--- src/rtl/div_16_seq_pkg.sv ---
// Shared definitions for the sequential restoring divider.
//   DIV_WIDTH : default operand/result width (also the iteration count)
//   DIV_CNT_W : width of the iteration counter, large enough to hold DIV_WIDTH
//   state_t   : controller states IDLE -> CALC -> DONE -> IDLE
package div_16_seq_pkg;

    localparam int DIV_WIDTH = 16;
    localparam int DIV_CNT_W = $clog2(DIV_WIDTH + 1);

    typedef enum logic [1:0] {
        ST_IDLE = 2'd0,
        ST_CALC = 2'd1,
        ST_DONE = 2'd2
    } state_t;

endpackage

--- src/rtl/div_16_seq_sub_17.sv ---
// Ripple subtractor built from a chain of full adders: diff = a + ~b + 1.
//   full_adder : one-bit sum/carry cell
//   sub_17     : N-bit subtractor (N = 17 for the 16-bit divider)
//     a, b   : N-bit unsigned operands
//     diff   : a - b modulo 2**N
//     borrow : 1 when a < b (inverted carry-out of the adder chain)

module full_adder (
    input  logic a,
    input  logic b,
    input  logic ci,
    output logic s,
    output logic co
);
    assign s  = a ^ b ^ ci;
    assign co = (a & b) | (a & ci) | (b & ci);
endmodule

module sub_17 #(
    parameter int N = 17
) (
    input  logic [N-1:0] a,
    input  logic [N-1:0] b,
    output logic [N-1:0] diff,
    output logic         borrow
);
    // carry[0] = 1 supplies the "+1" of the two's-complement negation.
    logic [N:0] carry;
    assign carry[0] = 1'b1;

    for (genvar i = 0; i < N; i++) begin : g_fa
        full_adder u_fa (
            .a  (a[i]),
            .b  (~b[i]),
            .ci (carry[i]),
            .s  (diff[i]),
            .co (carry[i+1])
        );
    end

    // No carry out of a + ~b + 1 means the subtraction wrapped.
    assign borrow = ~carry[N];
endmodule

--- src/rtl/div_16_seq.sv ---
// Sequential unsigned restoring divider, one subtract-and-shift step per cycle.
//   clk, rst_n           : clock, asynchronous active-low reset
//   in_valid / in_ready  : operand handshake; in_ready is high only in IDLE
//   dividend, divisor    : operands, sampled on accept
//   out_valid / out_ready: result handshake; out_valid is high only in DONE
//   quotient, remainder  : registered result, held until the next result
//   div_by_zero          : result came from a zero divisor
//   state_dbg            : current controller state
// Handshake: a transfer happens on a rising edge where valid && ready are both
// high. A producer holding valid may not be ignored except while ready is low;
// data/results are stable while valid is high and ready is low.
module div_16_seq
    import div_16_seq_pkg::*;
#(
    parameter int WIDTH = DIV_WIDTH
) (
    input  logic             clk,
    input  logic             rst_n,
    input  logic             in_valid,
    output logic             in_ready,
    input  logic [WIDTH-1:0] dividend,
    input  logic [WIDTH-1:0] divisor,
    output logic             out_valid,
    input  logic             out_ready,
    output logic [WIDTH-1:0] quotient,
    output logic [WIDTH-1:0] remainder,
    output logic             div_by_zero,
    output state_t           state_dbg
);
    localparam int CNT_W = $clog2(WIDTH + 1);

    state_t           state_q, state_d;
    logic [WIDTH:0]   r_q, r_d;        // partial remainder, one bit wider than WIDTH
    logic [WIDTH-1:0] q_q, q_d;        // dividend shifting out, quotient shifting in
    logic [WIDTH-1:0] dvs_q, dvs_d;
    logic [CNT_W-1:0] cnt_q, cnt_d;
    logic             zero_q, zero_d;  // accepted divisor was zero
    logic [WIDTH-1:0] quo_q, quo_d;
    logic [WIDTH-1:0] rem_q, rem_d;
    logic             dbz_q, dbz_d;

    logic [WIDTH:0]   trial;
    logic [WIDTH:0]   diff;
    logic             borrow;
    logic [WIDTH:0]   r_step;
    logic [WIDTH-1:0] q_step;

    assign trial = {r_q[WIDTH-1:0], q_q[WIDTH-1]};

    sub_17 #(.N(WIDTH + 1)) u_sub (
        .a      (trial),
        .b      ({1'b0, dvs_q}),
        .diff   (diff),
        .borrow (borrow)
    );

    // Restore (keep trial) when the subtract borrows; the quotient bit is !borrow.
    assign r_step = borrow ? trial : diff;
    assign q_step = {q_q[WIDTH-2:0], ~borrow};

    always_comb begin
        state_d = state_q;
        r_d     = r_q;
        q_d     = q_q;
        dvs_d   = dvs_q;
        cnt_d   = cnt_q;
        zero_d  = zero_q;
        quo_d   = quo_q;
        rem_d   = rem_q;
        dbz_d   = dbz_q;

        case (state_q)
            ST_IDLE: begin
                if (in_valid) begin
                    r_d     = '0;
                    q_d     = dividend;
                    dvs_d   = divisor;
                    cnt_d   = CNT_W'(WIDTH);
                    zero_d  = (divisor == '0);
                    state_d = ST_CALC;
                end
            end
            ST_CALC: begin
                if (zero_q) begin
                    // Zero divisor spends exactly one cycle here before DONE.
                    quo_d   = '1;
                    rem_d   = q_q;
                    dbz_d   = 1'b1;
                    state_d = ST_DONE;
                end else begin
                    r_d   = r_step;
                    q_d   = q_step;
                    cnt_d = cnt_q - CNT_W'(1);
                    if (cnt_q == CNT_W'(1)) begin
                        quo_d   = q_step;
                        rem_d   = r_step[WIDTH-1:0];
                        dbz_d   = 1'b0;
                        state_d = ST_DONE;
                    end
                end
            end
            ST_DONE: begin
                if (out_ready) begin
                    state_d = ST_IDLE;
                end
            end
            default: begin
                state_d = ST_IDLE;
            end
        endcase
    end

    always_ff @(posedge clk or negedge rst_n) begin
        if (!rst_n) begin
            state_q <= ST_IDLE;
            r_q     <= '0;
            q_q     <= '0;
            dvs_q   <= '0;
            cnt_q   <= '0;
            zero_q  <= 1'b0;
            quo_q   <= '0;
            rem_q   <= '0;
            dbz_q   <= 1'b0;
        end else begin
            state_q <= state_d;
            r_q     <= r_d;
            q_q     <= q_d;
            dvs_q   <= dvs_d;
            cnt_q   <= cnt_d;
            zero_q  <= zero_d;
            quo_q   <= quo_d;
            rem_q   <= rem_d;
            dbz_q   <= dbz_d;
        end
    end

    assign in_ready    = (state_q == ST_IDLE);
    assign out_valid   = (state_q == ST_DONE);
    assign quotient    = quo_q;
    assign remainder   = rem_q;
    assign div_by_zero = dbz_q;
    assign state_dbg   = state_q;

endmodule
--- config.mk ---
export PLATFORM = sky130hd
export DESIGN_NAME = div_16_seq
export DESIGN_NICKNAME = d
export VERILOG_FILES = /design/src/rtl/div_16_seq_pkg.sv /design/src/rtl/div_16_seq_sub_17.sv /design/src/rtl/div_16_seq.sv
export SDC_FILE = /design/constraint.sdc
export NUM_CORES = 1
export LEC_CHECK = 0
export ABC_AREA = 0
export BUFFER_PORTS_ARGS = -buffer_cell sky130_fd_sc_hd__buf_2
export CAP_MARGIN = 15
export CORE_ASPECT_RATIO = 0.6
export CORE_MARGIN = 5
export CORE_UTILIZATION = 28
export DETAILED_ROUTE_END_ITERATION = 16
export GPL_ROUTABILITY_DRIVEN = 0
export PLACE_DENSITY = 0.45
export SLEW_MARGIN = 20
export SYNTH_ARGS = -nofsm -noshare
export SYNTH_HDL_FRONTEND = slang
export SYNTH_SLANG_ARGS = --single-unit
--- constraint.sdc ---
create_clock -name clk -period 23.3 [get_ports clk]
set_input_delay 5.825 -clock clk [delete_from_list [all_inputs] [get_ports clk]]
set_output_delay 5.825 -clock clk [all_outputs]
set_load 0.01 [all_outputs]
Word-level counts from Yosys, hierarchy flattened
Index checks and enable logic that the tools add are counted.
{ "totals": {"ff_bits": 89, "out_inout_bits": 37, "elab_cells": 175} }
{ "classes": {"n_addsub": 1, "eq_ne": 7, "n_mux": 21, "bitwise": 129, "n_reduce_logical": 8} }
{ "op_table": {"columns": ["operator", "n"], "rows": [
  ["$mux W16", 9],
  ["$pmux W16 S2", 2],
  ["$and A1 B1 Y1", 47],
  ["$or A1 B1 Y1", 34],
  ["$xor A1 B1 Y1", 31],
  ["$not A1 Y1", 17],
  ["$logic_not A16 Y1", 1],
  ["$mux W5", 2],
  ["$pmux W5 S2", 1],
  ["$mux W2", 4],
  ["$pmux W2 S3", 1],
  ["$reduce_and A3 Y1", 2],
  ["$eq A5 B1 Y1 const B", 1],
  ["$sub A5 B1 Y5 const B", 1],
  ["$ne A2 B2 Y1 const B", 2],
  ["$reduce_and A2 Y1", 2],
  ["$reduce_bool A2 Y1", 2],
  ["$ne A3 B3 Y1 const B", 1],
  ["$eq A2 B1 Y1 const B", 1],
  ["$eq A2 B2 Y1 const B", 1],
  ["$logic_not A2 Y1", 1],
  ["$mux W1", 2],
  ["$ne A2 B1 Y1 const B", 1]
]} }

Longest topological paths before layout
{ "depth": {"depth_word": 55, "ltp_mapped": 22} }

Hierarchy
A second synthesis with hierarchy kept.
{ "unflattened": {"hier_cells": 443, "hier_area_um2": 4494.3} }
{ "by_module_without_submodules": {"columns": ["mod", "instances", "cells_per_inst", "area_each_um2", "seq_area_each_um2"], "rows": [
  ["div_16_seq", 1, 407, 4082.7, 2227.1],
  ["full_adder", 17, 1, 20.0, 0.0],
  ["sub_17", 1, 19, 71.3, 0.0]
]} }

Worst setup path before layout
Ideal clock, no wire load.
{ "synth_timing": {"kind": "reg-to-reg", "from": "register q_q[15]", "to": "register r_q[5]", "setup_time_ps": 127, "t_arrival_ps": 7827, "required_time_ps": 23173, "path_slack_ps": 15345, "stages_incl_launch_ff": 23, "synth_period_minus_slack_ps": 7955, "cell_sequence": "dfrtp_1 -> inv_1 -> ha_1 -> inv_1 -> fa_1 -> fa_1 -> fa_1 -> fa_1 -> fa_1 -> fa_1 -> fa_1 -> fa_1 -> fa_1 -> fa_1 -> fa_1 -> fa_1 -> fa_1 -> fa_1 -> fa_1 -> nor2_2 -> buf_4 -> mux2i_1 -> o2bb2ai_1"} }
{ "synth_via": {"elab_chain_cells": 54, "elab_cells_between_ends": 70, "classes_between": "mux (3); bitwise (67)"} }
{ "synth_lines": {"columns": ["item", "line", "text"], "rows": [
  ["start: declaration", "div_16_seq.sv:34", "logic [WIDTH-1:0] q_q, q_d;"],
  ["start signal: assignment", "div_16_seq.sv:127", "q_q <= q_d;"],
  ["$and A1 B1 Y1", "div_16_seq_sub_17.sv:16", "assign co = (a & b) | (a & ci) | (b & ci);"],
  ["$or A1 B1 Y1 (*) (2 in a row)", "div_16_seq_sub_17.sv:16", null],
  ["$and A1 B1 Y1", "div_16_seq_sub_17.sv:16", null],
  ["$or A1 B1 Y1", "div_16_seq_sub_17.sv:16", null],
  ["$or A1 B1 Y1 (*)", "div_16_seq_sub_17.sv:16", null],
  ["$and A1 B1 Y1", "div_16_seq_sub_17.sv:16", null],
  ["$or A1 B1 Y1", "div_16_seq_sub_17.sv:16", null],
  ["$or A1 B1 Y1 (*)", "div_16_seq_sub_17.sv:16", null],
  ["[... 34 more ...]", null, null],
  ["$or A1 B1 Y1 (2 in a row)", "div_16_seq_sub_17.sv:16", null],
  ["$and A1 B1 Y1", "div_16_seq_sub_17.sv:16", null],
  ["$or A1 B1 Y1 (2 in a row)", "div_16_seq_sub_17.sv:16", null],
  ["$and A1 B1 Y1", "div_16_seq_sub_17.sv:16", null],
  ["$or A1 B1 Y1 (2 in a row)", "div_16_seq_sub_17.sv:16", null],
  ["$mux W16 (*)", "div_16_seq.sv:58", "assign r_step = borrow ? trial : diff;"],
  ["$mux W16 (*)", "div_16_seq.sv:84", "if (zero_q) begin"],
  ["$pmux W16 S2 (*)", "div_16_seq.sv:72", "case (state_q)"],
  ["end signal: assignment", "div_16_seq.sv:126", "r_q <= r_d;"],
  ["end: declaration", "div_16_seq.sv:33", "logic [WIDTH:0] r_q, r_d;"]
]} }
Every way passes the cells marked *; elsewhere a longest branch is shown, timed or not. The select of a mux whose other input is x is not followed.
A chain may end at the register's enable or synchronous reset.

Worst setup path in the final report
{ "layout_timing": {"from": "register q_q[15]", "to": "register rem_q[13] (netlist: remainder[13])"} }
{ "layout_via": {"elab_chain_cells": 54, "elab_cells_between_ends": 70, "classes_between": "mux (3); bitwise (67)"} }
{ "layout_lines": {"columns": ["item", "line", "text"], "rows": [
  ["$and A1 B1 Y1", "div_16_seq_sub_17.sv:16", null],
  ["$or A1 B1 Y1 (*) (2 in a row)", "div_16_seq_sub_17.sv:16", null],
  ["$and A1 B1 Y1", "div_16_seq_sub_17.sv:16", null],
  ["$or A1 B1 Y1", "div_16_seq_sub_17.sv:16", null],
  ["$or A1 B1 Y1 (*)", "div_16_seq_sub_17.sv:16", null],
  ["$and A1 B1 Y1", "div_16_seq_sub_17.sv:16", null],
  ["$or A1 B1 Y1", "div_16_seq_sub_17.sv:16", null],
  ["$or A1 B1 Y1 (*)", "div_16_seq_sub_17.sv:16", null],
  ["[... 34 more ...]", null, null],
  ["$or A1 B1 Y1 (2 in a row)", "div_16_seq_sub_17.sv:16", null],
  ["$and A1 B1 Y1", "div_16_seq_sub_17.sv:16", null],
  ["$or A1 B1 Y1 (2 in a row)", "div_16_seq_sub_17.sv:16", null],
  ["$and A1 B1 Y1", "div_16_seq_sub_17.sv:16", null],
  ["$or A1 B1 Y1 (2 in a row)", "div_16_seq_sub_17.sv:16", null],
  ["$mux W16 (*)", "div_16_seq.sv:58", null],
  ["$mux W16 (*)", "div_16_seq.sv:94", "if (cnt_q == CNT_W'(1)) begin"],
  ["$mux W16 (*)", "div_16_seq.sv:84", null],
  ["end signal: assignment", "div_16_seq.sv:132", "rem_q <= rem_d;"],
  ["end: declaration", "div_16_seq.sv:39", "logic [WIDTH-1:0] rem_q, rem_d;"]
]} }
Marked as above.

==> flow_metrics.env <==
export IMPL_cp_arrival_ns=8.84
export IMPL_tns_ns=0
export IMPL_viasPerCell=4.90
export IMPL_drc=0
export IMPL_io_buffers=72
export IMPL_dr_first_iter_drc_count=197
export IMPL_grt_max_degree=73
export IMPL_rows=35
export IMPL_hp_start="dvs_q[0]"
export IMPL_hold_depth=2
export IMPL_clk_pin_slew_ns=0.06
export IMPL_cts_buffer_depth=2
export IMPL_p_leak_uw=0.00227
export IMPL_worstSetupPathType="flop to flop"
export IMPL_final_util=0.338
export IMPL_finalClockSkew_ns=0.00578
export IMPL_grt_pass1_vias=3463
export IMPL_clock_sinks=89
export IMPL_synthDistinctLibCells=41
export IMPL_grt_pass1_wl_um=19400
export IMPL_final_common_cell="dfrtp_1"
export IMPL_grt_overflow_total=0
export IMPL_cts_tree="done"
export IMPL_wire_per_inst_um=18.2
export IMPL_syn_area_um2=4290
export IMPL_fin_crit_sh=0.369
export IMPL_io_pins=73
export IMPL_powerDensity_nw_per_um2=162
export IMPL_cts_buffers=9
export IMPL_r2r_slack_ns=14.70
export IMPL_crit_required_ns=23.54
export IMPL_initial_core_util=0.282
export IMPL_min_path_type="flop to flop"
export IMPL_area_growth_pct=19.7
export IMPL_dp_hpwl_um=8340
export IMPL_insertedDiodeCount=0
export IMPL_r2r_end="remainder[13]"
export IMPL_setup_violations_final=0
export IMPL_post_cts_resized=0
export IMPL_hold_buffers=0
export IMPL_synth_main_ff_cell="dfrtp_1"
export IMPL_nets=494
export IMPL_clockRootBuffer="clkbuf_16"
export IMPL_end_kind="flop"
export IMPL_synth_nets=430
export IMPL_synth_avg_cell_area_um2=11.4
export IMPL_synth_edff_count=0
export IMPL_fmax_mhz=116
export IMPL_slew_viol_final=0
export IMPL_fp_dieH_um=106
export IMPL_final_cell_mix="dfrtp_1, buf_2, inv_1, o21ai_0, mux2i_1"
export IMPL_grt_setup_unrepaired="false"
export IMPL_yosys_warnings=0
export IMPL_cts_htree_levels=3
export IMPL_ir_drop_v=0.0000532
export IMPL_wirelength_um=11800
export IMPL_setup_worst_path_start_class="flop"
export IMPL_fillers=1556
export IMPL_grt_antenna_before_repair=0
export IMPL_core_area_um2=15200
export IMPL_grtUsageTotal=0.138
export IMPL_netlist_instances=376
export IMPL_vias=3164
export IMPL_r2r_cells=21
export IMPL_layout_drive_gt1_share=0.233
export IMPL_cap_violations=0
export IMPL_clkLatencyLatePin_ns=0.34
export IMPL_seq_area_frac_synth=0.519
export IMPL_hold_end="dvs_q[0]"
export IMPL_die_area_um2=18000
export IMPL_final_hold_viol_count=0
export IMPL_ant_nets=0
export IMPL_dr_pass1_iters=4
export IMPL_tightest_slew_ns=1.06
export IMPL_dieWidth_um=170
export IMPL_post_cts_buffers=0
export IMPL_async_flop_share=1.00
export IMPL_rr_startpoint="q_q[15]"
export IMPL_slew_headroom=0.291
export IMPL_finalCriticalPeriod_ns=8.60
export IMPL_critPathMaxFanout=16
export IMPL_status="complete, no violations"
export IMPL_synth_seq_cells=89
==> area by class of cell <==
| cell class | count | area, um2 | share of cell area |
|---|---|---|---|
| clock buffer | 12 | 267 | 0.0519 |
| clock inverter | 2 | 37.5 | 0.00731 |
| inverter | 38 | 143 | 0.0278 |
| multi-input combinational | 224 | 1800 | 0.351 |
| sequential | 89 | 2230 | 0.434 |
| tap | 203 | 254 | 0.0495 |
| timing repair buffer | 78 | 408 | 0.0794 |
==> flip-flops by register name, summed over array words and instances (netlist names) <==
| register | count |
|---|---|
| zero_q | 1 |
| state_dbg | 2 |
| div_by_zero | 1 |
| dvs_q | 16 |
| cnt_q | 5 |
| r_q | 16 |
| q_q | 16 |
| remainder | 16 |
| quotient | 16 |
==> worst max-delay path by stage <==
stage            start  cells past startpoint             to
6_report       q_q[15]                     21  remainder[13]
5_1_grt        q_q[15]                     21  remainder[13]
2_1_floorplan  q_q[15]                     22         r_q[5]
3_3_place_gp   q_q[15]                     21  remainder[13]
4_1_cts        q_q[15]                     21  remainder[13]
3_5_place_dp   q_q[15]                     21  remainder[13]
==> Yosys cell counts (2+ instances only) <==
library cell	instances	area [um2]
dfrtp_1	89	2230
o21ai_0	38	190
buf_4	2	15.0
inv_1	38	143
nand3_1	17	85.1
a21oi_1	2	10.0
ha_1	3	37.5
mux2i_1	31	310
o2bb2ai_1	16	140
nor4_1	4	25.0
o22a_1	15	131
clkbuf_1	11	41.3
nand3b_1	2	15.0
buf_6	2	22.5
or3b_2	2	17.5
a221oi_1	15	131
fa_1	15	300
buf_2	10	50.1
o22ai_1	17	106
nor2_1	4	15.0
nor2b_1	2	12.5
nand2_1	22	82.6
==> through the flow <==
step	instances	area, um2	worst slack [ns]	hold slack [ns]	power (uW)
after CTS	646	5140	14.60	0.489	846
after detailed placement	632	4830	14.63	0.474	691
final	646	5140	14.70	0.483	833
after global routing	646	5140	14.17	0.521	912
after floorplan	376	4290	15.35	0.452	564
after global placement	632	4830	14.69	0.477	685
==> power by group <==
group          switching, uW  internal (uW)  total [uW]
clock                   59.5           90.8         150
combinational            223            170         392
sequential              59.6            231         290
total                    342            491         833
==> worst max-delay path: stages, from the launching register on <==
cell and delay, ns:
dfrtp_1 0.40, inv_1 0.06, ha_1 0.13, inv_1 0.05, fa_1 0.41, fa_1 0.42, fa_1 0.42, fa_1 0.42
fa_1 0.42, fa_1 0.42, fa_1 0.42, fa_1 0.43, fa_1 0.42, fa_1 0.43, fa_1 0.42, fa_1 0.42
fa_1 0.45, fa_1 0.44, fa_1 0.46, nor2_2 0.84, mux2i_1 0.27, a221oi_1 0.33
==> cells by family after synthesis <==
| group | synth area share |
|---|---|
| AOI/OAI and AO/OA | 0.184 |
| DFF | 0.519 |
| buffers and inverters | 0.0633 |
| and+or+nand+nor | 0.0825 |
| muxes | 0.0723 |
| adders and majority gates | 0.0787 |
==> routing by layer <==
layer	track usage	routed length (um)	vias to the layer above
met4	0.0304	100	0
met3	0.0424	602	9
met5	0	0	-
met1	0.200	5930	1606
li1	-	-	1487
met2	0.200	5140	62
Note: power is estimated with default switching activity, not from simulation.
